$ cat src/rtl/wb_mem_pkg.sv
// Shared types and constants for the Wishbone burst memory responder.
package wb_mem_pkg;

    localparam int unsigned WB_BL_W      = 10;
    localparam logic [3:0]  WB_MASK_FULL = 4'b1111;
    // Width of the shared latency/gap down-counter.
    localparam int unsigned WB_CNT_W     = 8;

    typedef enum logic [2:0] {
        IDLE  = 3'd0,
        LAT   = 3'd1,
        RBEAT = 3'd2,
        WBEAT = 3'd3,
        GAP   = 3'd4,
        DONE  = 3'd5
    } wb_resp_state_e;

endpackage

$ cat src/rtl/std_dffr.sv
// Plain register with synchronous active-low clear.
module std_dffr #(
    parameter int unsigned WIDTH = 1
) (
    input  logic             clk,
    input  logic             rstn,
    input  logic [WIDTH-1:0] d,
    output logic [WIDTH-1:0] q
);

    always_ff @(posedge clk) begin
        if (!rstn) q <= '0;
        else       q <= d;
    end

endmodule

$ cat src/rtl/wb_beat_counter.sv
// Burst bookkeeping: SRAM word pointer (wrapping) and remaining-beat count.
module wb_beat_counter
    import wb_mem_pkg::*;
#(
    parameter int unsigned MEM_AW = 8
) (
    input  logic               clk,
    input  logic               rstn,
    input  logic               load,
    input  logic               adv,
    input  logic [MEM_AW-1:0]  load_ptr,
    input  logic [WB_BL_W-1:0] load_bl,
    output logic [MEM_AW-1:0]  ptr,
    output logic [MEM_AW-1:0]  ptr_inc_c,
    output logic               last_c
);

    logic [MEM_AW-1:0]  ptr_d;
    logic [WB_BL_W-1:0] bl_q;
    logic [WB_BL_W-1:0] bl_d;

    // Natural modulo-2^MEM_AW wrap of the word pointer.
    assign ptr_inc_c = ptr + MEM_AW'(1);
    assign last_c    = (bl_q == '0);

    always_comb begin
        ptr_d = ptr;
        bl_d  = bl_q;
        if (load) begin
            ptr_d = load_ptr;
            bl_d  = load_bl;
        end else if (adv) begin
            ptr_d = ptr_inc_c;
            bl_d  = bl_q - WB_BL_W'(1);
        end
    end

    std_dffr #(.WIDTH(MEM_AW)) u_ptr (
        .clk  (clk),
        .rstn (rstn),
        .d    (ptr_d),
        .q    (ptr)
    );

    std_dffr #(.WIDTH(WB_BL_W)) u_beats_left (
        .clk  (clk),
        .rstn (rstn),
        .d    (bl_d),
        .q    (bl_q)
    );

endmodule

$ cat src/rtl/wb_burst_mem_responder.sv
// Wishbone-style burst responder serving cache refills from a single-port SRAM.
module wb_burst_mem_responder
    import wb_mem_pkg::*;
#(
    parameter int unsigned ADDR_LEN = 32,
    parameter int unsigned DATA_LEN = 32,
    parameter int unsigned MEM_AW   = 8,
    parameter int unsigned READ_LAT = 2,
    parameter int unsigned BEAT_GAP = 1
) (
    input  logic                clk,
    input  logic                rstn,
    input  logic                wb_cyc_i,
    input  logic                wb_stb_i,
    input  logic                wb_we_i,
    input  logic [ADDR_LEN-1:0] wb_adr_i,
    input  logic [WB_BL_W-1:0]  wb_bl_i,
    input  logic                wb_bry_i,
    input  logic [DATA_LEN-1:0] wb_dat_i,
    output logic                wb_ack_o,
    output logic [DATA_LEN-1:0] wb_dat_o,
    output logic                mem_chip_en,
    output logic                mem_write_en,
    output logic [3:0]          mem_mask,
    output logic [MEM_AW-1:0]   mem_addr,
    output logic [DATA_LEN-1:0] mem_din,
    input  logic [DATA_LEN-1:0] mem_dout
);

    wb_resp_state_e     state;
    wb_resp_state_e     next_state;
    logic [2:0]         state_q;
    logic [WB_CNT_W-1:0] lat_q;
    logic [WB_CNT_W-1:0] lat_d;
    logic               we_q;
    logic               we_d;

    logic               req;
    logic               beat_ok;
    logic               cnt_load;
    logic               cnt_adv;
    logic               ack_c;
    logic               rd_c;
    logic               wr_c;
    logic               rd_next_c;
    logic [MEM_AW-1:0]  ptr;
    logic [MEM_AW-1:0]  ptr_inc_c;
    logic               last_c;
    logic               unused_adr;

    // Only the word-index slice of the byte address reaches the SRAM.
    assign unused_adr = ^{wb_adr_i[ADDR_LEN-1:MEM_AW+2], wb_adr_i[1:0]};

    assign req     = wb_cyc_i & wb_stb_i;
    assign beat_ok = req & wb_bry_i;
    assign state   = wb_resp_state_e'(state_q);

    always_comb begin
        next_state = state;
        lat_d      = lat_q;
        we_d       = we_q;
        cnt_load   = 1'b0;
        cnt_adv    = 1'b0;
        ack_c      = 1'b0;
        rd_c       = 1'b0;
        wr_c       = 1'b0;
        rd_next_c  = 1'b0;
        case (state)
            IDLE: begin
                if (req) begin
                    cnt_load = 1'b1;
                    we_d     = wb_we_i;
                    if (wb_we_i) begin
                        next_state = WBEAT;
                    end else begin
                        next_state = LAT;
                        lat_d      = WB_CNT_W'(READ_LAT - 2);
                    end
                end
            end
            LAT: begin
                if (lat_q == '0) begin
                    rd_c       = 1'b1;
                    next_state = RBEAT;
                end else begin
                    lat_d = lat_q - WB_CNT_W'(1);
                end
            end
            RBEAT: begin
                if (beat_ok) begin
                    ack_c = 1'b1;
                    if (last_c) begin
                        next_state = DONE;
                    end else begin
                        cnt_adv = 1'b1;
                        if (BEAT_GAP == 0) begin
                            // Back-to-back beats: fetch the next word during this ack.
                            rd_c      = 1'b1;
                            rd_next_c = 1'b1;
                        end else begin
                            next_state = GAP;
                            lat_d      = WB_CNT_W'(BEAT_GAP - 1);
                        end
                    end
                end else begin
                    // Stalled: keep re-reading so mem_dout tracks the current word.
                    rd_c = 1'b1;
                end
            end
            WBEAT: begin
                if (beat_ok) begin
                    ack_c = 1'b1;
                    wr_c  = 1'b1;
                    if (last_c) begin
                        next_state = DONE;
                    end else begin
                        cnt_adv = 1'b1;
                        if (BEAT_GAP != 0) begin
                            next_state = GAP;
                            lat_d      = WB_CNT_W'(BEAT_GAP - 1);
                        end
                    end
                end
            end
            GAP: begin
                if (lat_q == '0) begin
                    next_state = we_q ? WBEAT : RBEAT;
                    rd_c       = ~we_q;
                end else begin
                    lat_d = lat_q - WB_CNT_W'(1);
                end
            end
            DONE: begin
                if (!wb_cyc_i) next_state = IDLE;
            end
            default: next_state = IDLE;
        endcase
    end

    // Reset blanks every bus and SRAM output in the cycle it is applied.
    assign wb_ack_o     = rstn & ack_c;
    assign wb_dat_o     = (rstn & ack_c & (state == RBEAT)) ? mem_dout : '0;
    assign mem_chip_en  = ~(rstn & (rd_c | wr_c));
    assign mem_write_en = ~(rstn & wr_c);
    assign mem_mask     = (rstn & wr_c) ? WB_MASK_FULL : 4'b0000;
    assign mem_addr     = (rstn & (rd_c | wr_c)) ? (rd_next_c ? ptr_inc_c : ptr) : '0;
    assign mem_din      = (rstn & wr_c) ? wb_dat_i : '0;

    std_dffr #(.WIDTH(3)) u_state (
        .clk  (clk),
        .rstn (rstn),
        .d    (3'(next_state)),
        .q    (state_q)
    );

    std_dffr #(.WIDTH(WB_CNT_W)) u_lat_cnt (
        .clk  (clk),
        .rstn (rstn),
        .d    (lat_d),
        .q    (lat_q)
    );

    std_dffr #(.WIDTH(1)) u_we (
        .clk  (clk),
        .rstn (rstn),
        .d    (we_d),
        .q    (we_q)
    );

    wb_beat_counter #(.MEM_AW(MEM_AW)) u_beat_counter (
        .clk       (clk),
        .rstn      (rstn),
        .load      (cnt_load),
        .adv       (cnt_adv),
        .load_ptr  (wb_adr_i[MEM_AW+1:2]),
        .load_bl   (wb_bl_i),
        .ptr       (ptr),
        .ptr_inc_c (ptr_inc_c),
        .last_c    (last_c)
    );

endmodule

$ cat config.mk
export PLATFORM = sky130hd
export DESIGN_NAME = wb_burst_mem_responder
export DESIGN_NICKNAME = d
export VERILOG_FILES = /design/src/rtl/wb_mem_pkg.sv /design/src/rtl/std_dffr.sv /design/src/rtl/wb_beat_counter.sv /design/src/rtl/wb_burst_mem_responder.sv
export SDC_FILE = /design/constraint.sdc
export NUM_CORES = 1
export LEC_CHECK = 0
export CAP_MARGIN = 10
export CORE_MARGIN = 1
export CORE_UTILIZATION = 25
export DETAILED_ROUTE_END_ITERATION = 12
export SETUP_SLACK_MARGIN = 0.5
export SYNTH_ARGS = -nofsm -noshare
export SYNTH_HDL_FRONTEND = slang
export SYNTH_SLANG_ARGS = --single-unit
$ cat constraint.sdc
create_clock -name clk -period 2.7 [get_ports clk]
set_input_delay 0.405 -clock clk [delete_from_list [all_inputs] [get_ports clk]]
set_output_delay 0.405 -clock clk [all_outputs]
set_load 0.05 [all_outputs]
==> flow_metrics.env <==
export IMPL_dp_cells=601
export IMPL_worstHoldStart="u_beat_counter.u_beats_left.q[4]"
export IMPL_start_kind="register"
export IMPL_rsz0062_at_grt="yes"
export IMPL_path_cells="inv_4 > ha_4 > nor3b_4 > o2111ai_2 > a221oi_2 > buf_4 > and2_4 > buf_12"
export IMPL_synth_main_ff_cell="dfxtp_1"
export IMPL_antenna_found_initial=0
export IMPL_core_region_area_um2=9280
export IMPL_dr_pass1_iters=5
export IMPL_synth_avg_cell_area_um2=7.53
export IMPL_routedWlPerCell_um=15.5
export IMPL_async_reset_ff_frac=0
export IMPL_initial_core_util=0.258
export IMPL_path_max_fanout=5
export IMPL_whs_path_depth=2
export IMPL_fin_crit_sh=0.906
export IMPL_rows=35
export IMPL_vias_per_cell=5.00
export IMPL_drv_cap=0
export IMPL_fp_dieW_um=99.9
export IMPL_clock_latency_ps=290
export IMPL_clk_pin_slew_ps=60
export IMPL_max_stage_delay_ps=350
export IMPL_rr_worst_depth=7
export IMPL_h_tree_depth=2
export IMPL_clockBufferDepth=2
export IMPL_synthCells=318
export IMPL_powerDensity_nw_per_um2=542
export IMPL_routed_wirelength_um=9700
export IMPL_area_growth_pct=128
export IMPL_maxSlewHeadroom=0.476
export IMPL_multi_input_area_um2=1810
export IMPL_die_h_um=99.9
export IMPL_hold_path_class="register to register"
export IMPL_worstPathRequired_ps=2300
export IMPL_ioPinCount=191
export IMPL_numCtsBuffers=5
export IMPL_synth_area_um2=2400
export IMPL_p_leak_nw=2.10
export IMPL_gp_congestion=0.855
export IMPL_final_seq_area_um2=616
export IMPL_clock_sinks=30
export IMPL_power_mw=2.96
export IMPL_grt_first_pass_wirelength_um=15000
export IMPL_cp_end_kind="output pin"
export IMPL_die_area_um2=9980
export IMPL_drive_gt1_frac=0.412
export IMPL_finalHoldViolations=0
export IMPL_clock_fmax_ghz=0.409
export IMPL_layout_min_cycle_time_ps=2450
export IMPL_nNetsFinal=610
export IMPL_worst_slew_pin_slew_ps=781
export IMPL_first_global_vias=3059
export IMPL_setup_violations=0
export IMPL_route_detailed_drc=0
export IMPL_grt_use_total=0.191
export IMPL_synth_edf_count=0
export IMPL_antenna_cells=0
export IMPL_slowest_stage="dfxtp_4"
export IMPL_fillers=796
export IMPL_cts_tree="done"
export IMPL_portBuffers=166
export IMPL_r2r_start="u_lat_cnt.q[0]"
export IMPL_fin_tns_setup_ps=0
export IMPL_irDropWorstVdd_mv=0.316
export IMPL_grt_max_degree=35
export IMPL_synth_seq_area_share=0.251
export IMPL_cts_root_buf="clkbuf_8"
export IMPL_arrival_ps=2040
export IMPL_stdcell_count=624
export IMPL_skew_ps=9.25
export IMPL_synth_nets=434
export IMPL_vias=3121
export IMPL_status="finished clean"
export IMPL_synth_warnings=0
export IMPL_maxSlewViolCount=0
export IMPL_ys_ff_latch=30
export IMPL_synth_distinct_cells=57
export IMPL_cts_hold_buf=0
export IMPL_overflow=0
export IMPL_worstSetupPathType="register to output pin"
export IMPL_drt_iter0_drc=156
export IMPL_crit_path_start="u_lat_cnt.q[0]"
export IMPL_hpwl_um=7470
export IMPL_antenna_left=0
## timing repair
item                                   4_1_cts  5_1_grt
endpoints found under the hold margin        0        0
setup endpoints to repair                   80       54
gates cloned                                 2        2
pin swaps                                    6        1
resized for setup                           47       10
buffers inserted                             7        4
## worst paths after layout
| check | end | slack, ps |
|---|---|---|
| worst max-delay path | mem_addr[5] | 250 |
| worst min-delay path | u_beat_counter.u_beats_left.q[4] | 460 |
| worst max register to register | u_lat_cnt.q[3] | 670 |
| worst min register to register | u_beat_counter.u_beats_left.q[4] | 460 |
## Yosys cell counts (2+ instances only)
master / number / share of area
and2_1: 71 / 0.19
nor2_1: 11 / 0.017
nor3b_1: 2 / 0.0063
buf_2: 2 / 0.0042
a311oi_1: 4 / 0.015
or4_1: 10 / 0.031
nor2b_1: 3 / 0.0078
nand2b_1: 3 / 0.0078
o21bai_1: 2 / 0.0063
dfxtp_1: 30 / 0.25
or2_2: 2 / 0.0052
o2111ai_1: 3 / 0.011
a221oi_1: 2 / 0.0073
or3_1: 9 / 0.023
mux2i_1: 2 / 0.0084
nand2_1: 14 / 0.022
and3_1: 2 / 0.0052
o21ai_0: 26 / 0.054
a211oi_1: 2 / 0.0063
nand4_1: 4 / 0.010
ha_1: 4 / 0.021
or3_2: 2 / 0.0063
nand3_1: 10 / 0.021
buf_4: 4 / 0.013
a21oi_1: 7 / 0.015
clkbuf_1: 20 / 0.031
inv_1: 10 / 0.016
a31oi_1: 15 / 0.039
nor3_1: 5 / 0.010
o31ai_1: 10 / 0.031
## state kept, by name, indices dropped and copies added, names as in the netlist
| name | flops |
|---|---|
| u_beat_counter.u_beats_left.q | 10 |
| u_beat_counter.u_ptr.q | 8 |
| u_lat_cnt.q | 8 |
| u_state.q | 3 |
| u_we.q | 1 |
## routing by layer
| metal | routed length (µm) | part of all wire | vias up | track usage |
|---|---|---|---|---|
| li1 | - | - | 1509 | - |
| met1 | 3420 | 0.35 | 1421 | 0.189 |
| met2 | 5120 | 0.53 | 180 | 0.371 |
| met3 | 1030 | 0.11 | 11 | 0.0689 |
| met4 | 136 | 0.014 | 0 | 0.0543 |
| met5 | 0 | 0 | - | 0 |
## layout by cell type, fill, tap and decap left out, drive strengths merged, types with 11 or more instances in the layout
cell type	Yosys	final
clkbuf	21	11
clkdlybuf4s50	0	83
nand2	14	14
nor2	11	11
and2	72	72
or4	12	12
o21ai	26	26
or3	12	12
a31oi	15	15
dfxtp	30	30
buf	6	106
## metrics by stage
step | area (µm²) | hold slack [ps] | util | setup slack (ps)
after floorplan | 2460 | 442 | - | 452
after global placement | 5070 | 454 | 0.546 | 221
after detailed placement | 5070 | 454 | 0.546 | 202
after CTS | 5360 | 463 | 0.577 | 247
after global routing | 5460 | 498 | 0.588 | 153
final | 5460 | 463 | 0.588 | 255
## kinds of logic (layout without fill, tap and decap cells)
| group | Yosys count | count (layout) | share of synthesized area |
|---|---|---|---|
| AND/OR/NAND/NOR | 161 | 161 | 0.417 |
| AO/OA/AOI/OAI | 83 | 83 | 0.234 |
| buffers and inverters | 37 | 214 | 0.0658 |
| flip-flops | 30 | 30 | 0.251 |
| adder cells (fa/ha/maj) | 4 | 4 | 0.0209 |
| multiplexers | 2 | 2 | 0.00836 |
| XOR/XNOR | 1 | 1 | 0.00366 |
## cell type report
type                            count  area share
Sequential cell                    30       0.113
Inverter                           10     0.00733
Clock inverter                      1    0.000917
Timing Repair Buffer              196       0.502
Clock buffer                        7      0.0158
Tap cell                          129      0.0296
Multi-Input combinational cell    251       0.332
## critical path: cells and delay by family (launching register included)
| kind | cells | cell delay, ps |
|---|---|---|
| flops | 1 | 350 |
| compound gates | 2 | 480 |
| fa+ha+maj | 1 | 130 |
| simple gates | 2 | 380 |
| buf+inv | 3 | 400 |
## report_power, final
part           switching (mW)  internal [mW]  total, mW
clock network           0.175          0.205      0.381
registers               0.173          0.569      0.742
logic                   0.939          0.900       1.84
total                    1.29           1.67       2.96
Note: power is estimated with default switching activity, not from simulation.
